===== src/rtl/updown_counter_param.sv =====
// Parametrised up/down counter: DIGITS nibbles, binary or BCD, wrap or saturate.
// Parallel load, count enable and a combinational terminal count for cascading.
module updown_counter_param #(
    parameter int DIGITS   = 2,
    parameter bit BCD      = 1'b1,
    parameter bit SATURATE = 1'b0
) (
    input  logic                  clk,
    input  logic                  rst,
    input  logic                  en,
    input  logic                  ctrl,
    input  logic                  load,
    input  logic [4*DIGITS-1:0]   din,
    output logic [4*DIGITS-1:0]   q,
    output logic                  tc
);

    localparam int W = 4 * DIGITS;
    localparam logic [W-1:0] MAX_VAL = BCD ? {DIGITS{4'h9}} : {W{1'b1}};
    localparam logic [W-1:0] ONE     = {{(W-1){1'b0}}, 1'b1};

    logic [W-1:0] q_r;
    logic [W-1:0] load_val;
    logic [W-1:0] bcd_step;
    logic [W-1:0] bin_step;
    logic [W-1:0] step_val;
    logic         at_max;
    logic         at_min;
    logic         at_limit;
    logic         hold_at_limit;

    // Loaded nibbles above 9 are clamped in BCD mode so every digit stays decimal.
    always_comb begin
        logic [3:0] nib;
        load_val = '0;
        nib      = '0;
        for (int k = 0; k < DIGITS; k++) begin
            nib = din[4*k +: 4];
            load_val[4*k +: 4] = (BCD && (nib > 4'd9)) ? 4'd9 : nib;
        end
    end

    // Ripple carry/borrow through the digits; wrapping at MAX or 0 falls out naturally.
    always_comb begin
        logic [3:0] nib;
        logic       carry;
        bcd_step = '0;
        nib      = '0;
        carry    = 1'b1;
        for (int k = 0; k < DIGITS; k++) begin
            nib = q_r[4*k +: 4];
            if (!carry) begin
                bcd_step[4*k +: 4] = nib;
            end else if (ctrl) begin
                bcd_step[4*k +: 4] = (nib >= 4'd9) ? 4'd0 : nib + 4'd1;
                carry              = (nib >= 4'd9);
            end else begin
                bcd_step[4*k +: 4] = (nib == 4'd0) ? 4'd9 : nib - 4'd1;
                carry              = (nib == 4'd0);
            end
        end
    end

    always_comb begin
        bin_step      = ctrl ? (q_r + ONE) : (q_r - ONE);
        step_val      = BCD ? bcd_step : bin_step;
        at_max        = (q_r == MAX_VAL);
        at_min        = (q_r == '0);
        at_limit      = ctrl ? at_max : at_min;
        hold_at_limit = SATURATE && at_limit;
    end

    // tc is the carry/borrow of this stage: wire it to the next stage's en to
    // widen the counter; it is high in the cycle before the wrap/hold edge.
    assign tc = en & ~load & at_limit;
    assign q  = q_r;

    always_ff @(posedge clk or negedge rst) begin
        if (!rst) begin
            q_r <= '0;
        end else if (load) begin
            q_r <= load_val;
        end else if (en && !hold_at_limit) begin
            q_r <= step_val;
        end
    end

endmodule


===== config.mk =====
export PLATFORM = sky130hd
export DESIGN_NAME = updown_counter_param
export DESIGN_NICKNAME = d
export VERILOG_FILES = /design/src/rtl/updown_counter_param.sv
export SDC_FILE = /design/constraint.sdc
export NUM_CORES = 1
export LEC_CHECK = 0
export BUFFER_PORTS_ARGS = -buffer_cell sky130_fd_sc_hd__buf_2
export CAP_MARGIN = 20
export CORE_MARGIN = 2
export CORE_UTILIZATION = 50
export DETAILED_ROUTE_END_ITERATION = 16
export GPL_TIMING_DRIVEN = 0
export PLACE_DENSITY = 0.75
export SLEW_MARGIN = 30
export SYNTH_ARGS = -nofsm -noshare
export SYNTH_HDL_FRONTEND = slang
export SYNTH_SLANG_ARGS = --single-unit

===== constraint.sdc =====
create_clock -name clk -period 3.49 [get_ports clk]
set_input_delay 0.349 -clock clk [delete_from_list [all_inputs] [get_ports clk]]
set_output_delay 0.349 -clock clk [all_outputs]
set_load 0.02 [all_outputs]

==> metrics.csv, run 1 <==
metric;value;unit
outcome;completed;
routed_wl;2165;um
max-cap-violations;0;
worst_slew_pin_slew;0.3814;ns
multi_input_area;653.1;sq um
fillCellCount;168;
clock_sink_count;8;
endpoint_kind;output pin;
fin_cells;161;
drc;0;
wl_met2;1025;um
critical_path.top_delay_family;simple AND/OR/NAND/NOR gates;
worstSetupPathType;reg -> out;
slew_violations;0;
io-pin-count;22;
ys_types;50;
min_period_over_period;0.6717;
cp_slowest_cell;dfrtp_1;
synth_area;952.2;sq um
htree_levels;1;
synth_edf_count;0;
cts_setup_buffers;0;
gr-usage-all-layers;0.2241;
cp_num_buf_inv;2;
grt_pass1_vias;841;
syn_inst;113;
period_minus_slack;2.344;ns
syn_to_final_growth;16.69;%
dr.pass1.iters;4;
cts_buffer_depth;2;
path_cells;inv_1, ha_1, nor3b_2, nand2_1, o31ai_1, and3_1, buf_2;
fin_total_pwr;0.4422;mW
hold_class;in -> reg;
routabilityCongestion;0.8045;
cts_tree;done;
max_freq;426.6;MHz
dp.cells;157;
clk_latency;0.24;ns
num_antenna_cells;0;
layout-drive-gt1-share;0.3162;
p_per_area;398.0;mW/mm^2
crit_fanout;8;
yosysWarnings;0;
worstPathRequired;3.14;ns
path_clk_slew;0.05;ns
ys.flop_type;dfrtp_1;
cts_made_buffers;3;
fin_nets;158;
cp-start-kind;flop;
hold_viol_final;0;
wl_per_cell;13.45;um
met3_length;126;um
drt_iter0_markers;29;
wl_met1;1013;um
fin_skew;0.003692;ns
slowest_delay;0.47;ns
largest_register_ff_count;8;
grt_setup_unrepaired;no;
synth_nets;133;
setup_viol_count_final;0;
fp.dieW;47.64;um
slew_headroom;0.7421;
cp.arrival;2.00;ns
vias;921;
tns;0;ns
grt_overflow;0;
grt_max_degree;11;
grt_antenna_before_repair;0;
core-area;0.001764;sq mm
ir_drop;0.3008;mV
ff_latch_area;200.2;sq um
dieArea;0.002270;sq mm
portBuffers;19;
initial_core_util;0.5397;
fp.dieH;47.64;um
grt_pass1_wl;3567;um
top_layer;met3;
syn_area_per_cell;8.426;sq um
routed_via_density;5.720;
place_hpwl;1729;um
root_buffer;clkbuf_4;
leakagePower;0.5199;nW
ys_seq_elements;8;
core.rowCount;15;
antenna_left;0;
ys_seq_area_frac;0.2102;
async_flop_share;1.000;
==> Yosys cell counts, types with 3 or more instances <==
cell type,n,share of area
buf_2,3,0.016
nor2_1,8,0.032
a31oi_1,4,0.026
nand2_1,5,0.020
dfrtp_1,8,0.21
inv_1,12,0.047
a21oi_2,3,0.028
o31ai_1,4,0.032
ha_1,7,0.092
inv_2,3,0.012
a211oi_1,3,0.024
o21ai_0,7,0.037
==> logic make-up after synthesis <==
group                      after synthesis  synth area share
AOI/OAI and AO/OA                       40            0.3377
xor gates and xnor gates                 1          0.009200
adders and majority gates                7           0.09198
buffers and inverters                   22            0.1038
DFF                                      8            0.2102
muxes                                    2           0.02103
and+or+nand+nor                         33            0.2260
==> layout by cell type (no fill, tap or decap), types with 2 or more instances in the layout <==
| master | Yosys | final |
|---|---|---|
| a211oi_1 | 3 | 3 |
| a21oi_2 | 3 | 3 |
| a221o_1 | 2 | 2 |
| a31oi_1 | 4 | 4 |
| a32o_1 | 2 | 2 |
| and2b_1 | 2 | 2 |
| buf_2 | 3 | 22 |
| clkbuf_4 | 1 | 4 |
| dfrtp_1 | 8 | 8 |
| ha_1 | 7 | 7 |
| inv_1 | 12 | 12 |
| inv_2 | 3 | 3 |
| mux2i_1 | 2 | 2 |
| nand2_1 | 5 | 5 |
| nand2b_1 | 2 | 2 |
| nand3_1 | 2 | 2 |
| nand3b_1 | 2 | 2 |
| nor2_1 | 8 | 8 |
| nor2b_1 | 2 | 2 |
| o21ai_0 | 7 | 7 |
| o31ai_1 | 4 | 4 |
==> worst min-delay path, stage by stage <==
cell	delay [ns]
buf_2	0.09
nand3b_1	0.07
o31ai_1	0.07
==> routing by layer <==
metal,up-vias,track usage
li1,461,-
met1,426,0.3111
met2,34,0.3405
met3,0,0.03774
met4,0,0.1027
met5,-,0
==> what timing repair did <==
| action | 4_1_cts | 5_1_grt |
|---|---|---|
| setup endpoints to repair | 0 | 0 |
| hold buffers | 1 | 0 |
| hold endpoints to repair | 8 | 0 |
| resized for setup | 0 | 0 |
==> power breakdown <==
part | total [mW] | internal, mW | switching [mW]
combinational | 0.243 | 0.104 | 0.140
sequential | 0.134 | 0.109 | 0.0241
clock | 0.0654 | 0.0390 | 0.0264
total | 0.442 | 0.252 | 0.190
==> area by class of cell <==
type | count | area share
Timing Repair Buffer | 20 | 0.09459
Buffer | 7 | 0.03829
Multi-Input combinational cell | 83 | 0.5878
Tap cell | 25 | 0.02815
Inverter | 15 | 0.05068
Sequential cell | 8 | 0.1802
Clock buffer | 3 | 0.02027
==> per-stage QoR <==
step | area [sq um] | worst slack (ns) | util | hold WS, ns
2_1_floorplan | 952.2 | 1.583 | - | 0.05341
3_3_place_gp | 1079 | 1.459 | 0.6113 | 0.1931
4_1_cts | 1111 | 1.154 | 0.6298 | 0.3538
5_1_grt | 1111 | 0.9892 | 0.6298 | 0.3632
6_report | 1111 | 1.146 | 0.6298 | 0.3652
3_5_place_dp | 1079 | 1.417 | 0.6113 | 0.1969
==> worst paths after layout <==
| check | startpoint | endpoint | slack (ns) | cells past startpoint |
|---|---|---|---|---|
| worst max-delay path | q[0] | tc | 1.15 | 7 |
| worst min-delay path | din[1] | q[1] | 0.37 | 3 |
| worst max register to register | q[0] | q[6] | 1.47 | 6 |
| worst min register to register | q[1] | q[1] | 0.67 | 2 |
| max in group asynchronous | rst | q[4] | 2.85 | 2 |
| min in group asynchronous | rst | q[0] | 0.47 | 2 |
(Power assumes the default switching activity.)
==> inputs of run 2 (changes only) <==
ABC_AREA = 1   (was unset)
clock period = 2.2 ns   (was 3.49 ns; I/O delays follow)
==> metrics.csv, run 2 <==
metric;value;unit
cts_buffer_depth;2;
slew_headroom;0.7713;
hold_class;in -> reg;
slew_violations;0;
synth_area;979.7;sq um
period_minus_slack;1.909;ns
antenna_left;0;
routabilityCongestion;0.8158;
dp_slack;0.5432;ns
syn_inst;131;
final_cell_area;0.001146;sq mm
initial_core_util;0.5151;
fin_total_pwr;0.7961;mW
worstHoldStart;din[0];
fp.dieH;48.27;um
layout-drive-gt1-share;0.3548;
dr.pass1.iters;5;
ys_types;32;
max_freq;523.9;MHz
placed_area;0.001114;sq mm
cts_made_buffers;3;
max-cap-violations;0;
drc;0;
fin_nets;177;
portBuffers;20;
routed_via_density;5.214;
fp.dieW;48.27;um
regToRegSetupSlack;0.59;ns
synth_edf_count;0;
setup_slack;0.2911;ns
netlist.area_leader.share;0.2043;
worst_slew_pin_slew;0.3418;ns
min_period_over_period;0.8677;
worstRegToRegCells;9;
grt_pass1_wl;3574;um
outcome;completed;
cp-start-kind;flop;
fin_skew;0.004399;ns
ys_seq_area_frac;0.2043;
endpoint_kind;output pin;
worstHoldEndpoint;q[0];
core-area;0.001902;sq mm
grt_antenna_before_repair;0;
dp.cells;178;
place_hpwl;1748;um
grt_max_degree;11;
setup_viol_count_final;0;
htree_levels;1;
largest_register_ff_count;8;
post-synth-top-count-cell;nand2_1;
drt_iter0_markers;17;
io-pin-count;22;
holdWs;0.2353;ns
dieArea;0.002330;sq mm
synth_nets;151;
hold_viol_final;0;
fin_cells;182;
r2r_end;q[4];
cts_setup_buffers;0;
clk_latency;0.25;ns
grt_setup_unrepaired;no;
utilization;0.6026;
num_antenna_cells;0;
ys.flop_type;dfrtp_1;
r2r-start;q[0];
core.rowCount;16;
wl_per_cell;12.31;um
cts_tree;done;
yosysWarnings;0;
yosys.area.top_type;dfrtp_1;
final_common_cell;buf_2;
root_buffer;clkbuf_4;
ys_seq_elements;8;
tns;0;ns
syn_area_per_cell;7.479;sq um
grt_pass1_vias;883;
synth_common_cells;19 x nand2_1, 15 x inv_1, 12 x nand3_1;
hold-path-cell-count;3;
routed_wl;2240;um
async_flop_share;1.000;
cp.arrival;1.69;ns
hold_buffers;1;
fillCellCount;182;
clock_sink_count;8;
path_clk_slew;0.05;ns
vias;949;
layout_common_cells;20 x buf_2, 19 x nand2_1, 15 x inv_1;
worstPathRequired;1.98;ns
syn_to_final_growth;16.99;%
leakagePower;0.5817;nW
cts.repair.resized;0;
ir_drop;0.4421;mV
worstSetupPathType;reg -> out;
grt_overflow;0;
ys_top_cells_by_area;dfrtp_1 20%, ha_1 8.9%, nand3_2 8.2%, nand2_1 7.3%, nand3_1 6.1%;
crit_fanout;6;
gr-usage-all-layers;0.2183;
p_per_area;694.6;mW/mm^2
run 2: cell types whose count changed in the layout (fill, tap and decap cells not counted), sizes merged, moves of 3 or more:
cell	before	now
a211oi	3	0
inv	15	20
nand3	3	20
nand2	6	26
xor2	0	4
o31ai	5	1
a21oi	3	9
run 2: worst max path at each step:
stage / end / start / slack, ns / cells after the start
2_1_floorplan: tc / q[0] / 0.54 / 6
3_3_place_gp: tc / q[0] / 0.56 / 7
3_5_place_dp: tc / q[0] / 0.54 / 7
4_1_cts: tc / q[0] / 0.26 / 7
5_1_grt: tc / q[0] / 0.11 / 7
6_report: tc / q[0] / 0.29 / 7
run 2: power by group:
part,switching (mW),internal (mW),total [mW]
clock,0.0506,0.0625,0.113
sequential,0.0440,0.176,0.220
combinational,0.283,0.180,0.463
run 2: layout make-up:
cell class / count / area (sq um) / area share
plain buffers: 5 / 58.81 / 0.05131
flip-flops and latches: 8 / 200.2 / 0.1747
multi-input cells: 97 / 629.4 / 0.5491
repair buffers: 21 / 110.1 / 0.09607
inverters: 21 / 91.34 / 0.07969
clock buffers: 3 / 22.52 / 0.01965
well taps: 27 / 33.78 / 0.02948
run 2: logic make-up (layout without fill, tap and decap cells):
logic type / after synthesis / in the layout / share of synthesized area
simple gates: 59 / 59 / 0.3359
compound gates: 26 / 26 / 0.1724
buf+inv: 26 / 50 / 0.1533
flops: 8 / 8 / 0.2043
fa+ha+maj: 7 / 7 / 0.08940
xor+xnor: 5 / 5 / 0.04470
run 2: layer usage:
layer / up-vias / track usage / part of all wire
li1: 486 / - / -
met5: - / 0 / 0
met1: 440 / 0.2477 / 0.41
met4: 0 / 0.07027 / 0
met3: 0 / 0.06296 / 0.048
met2: 23 / 0.3895 / 0.54
run 2: worst max-delay path, stage by stage (launching register included):
cell and delay (ns):
dfrtp_1 0.44, inv_1 0.15, ha_1 0.31, nand3_2 0.13, nor2_1 0.10, a31oi_1 0.04
nor2_1 0.09, buf_2 0.16
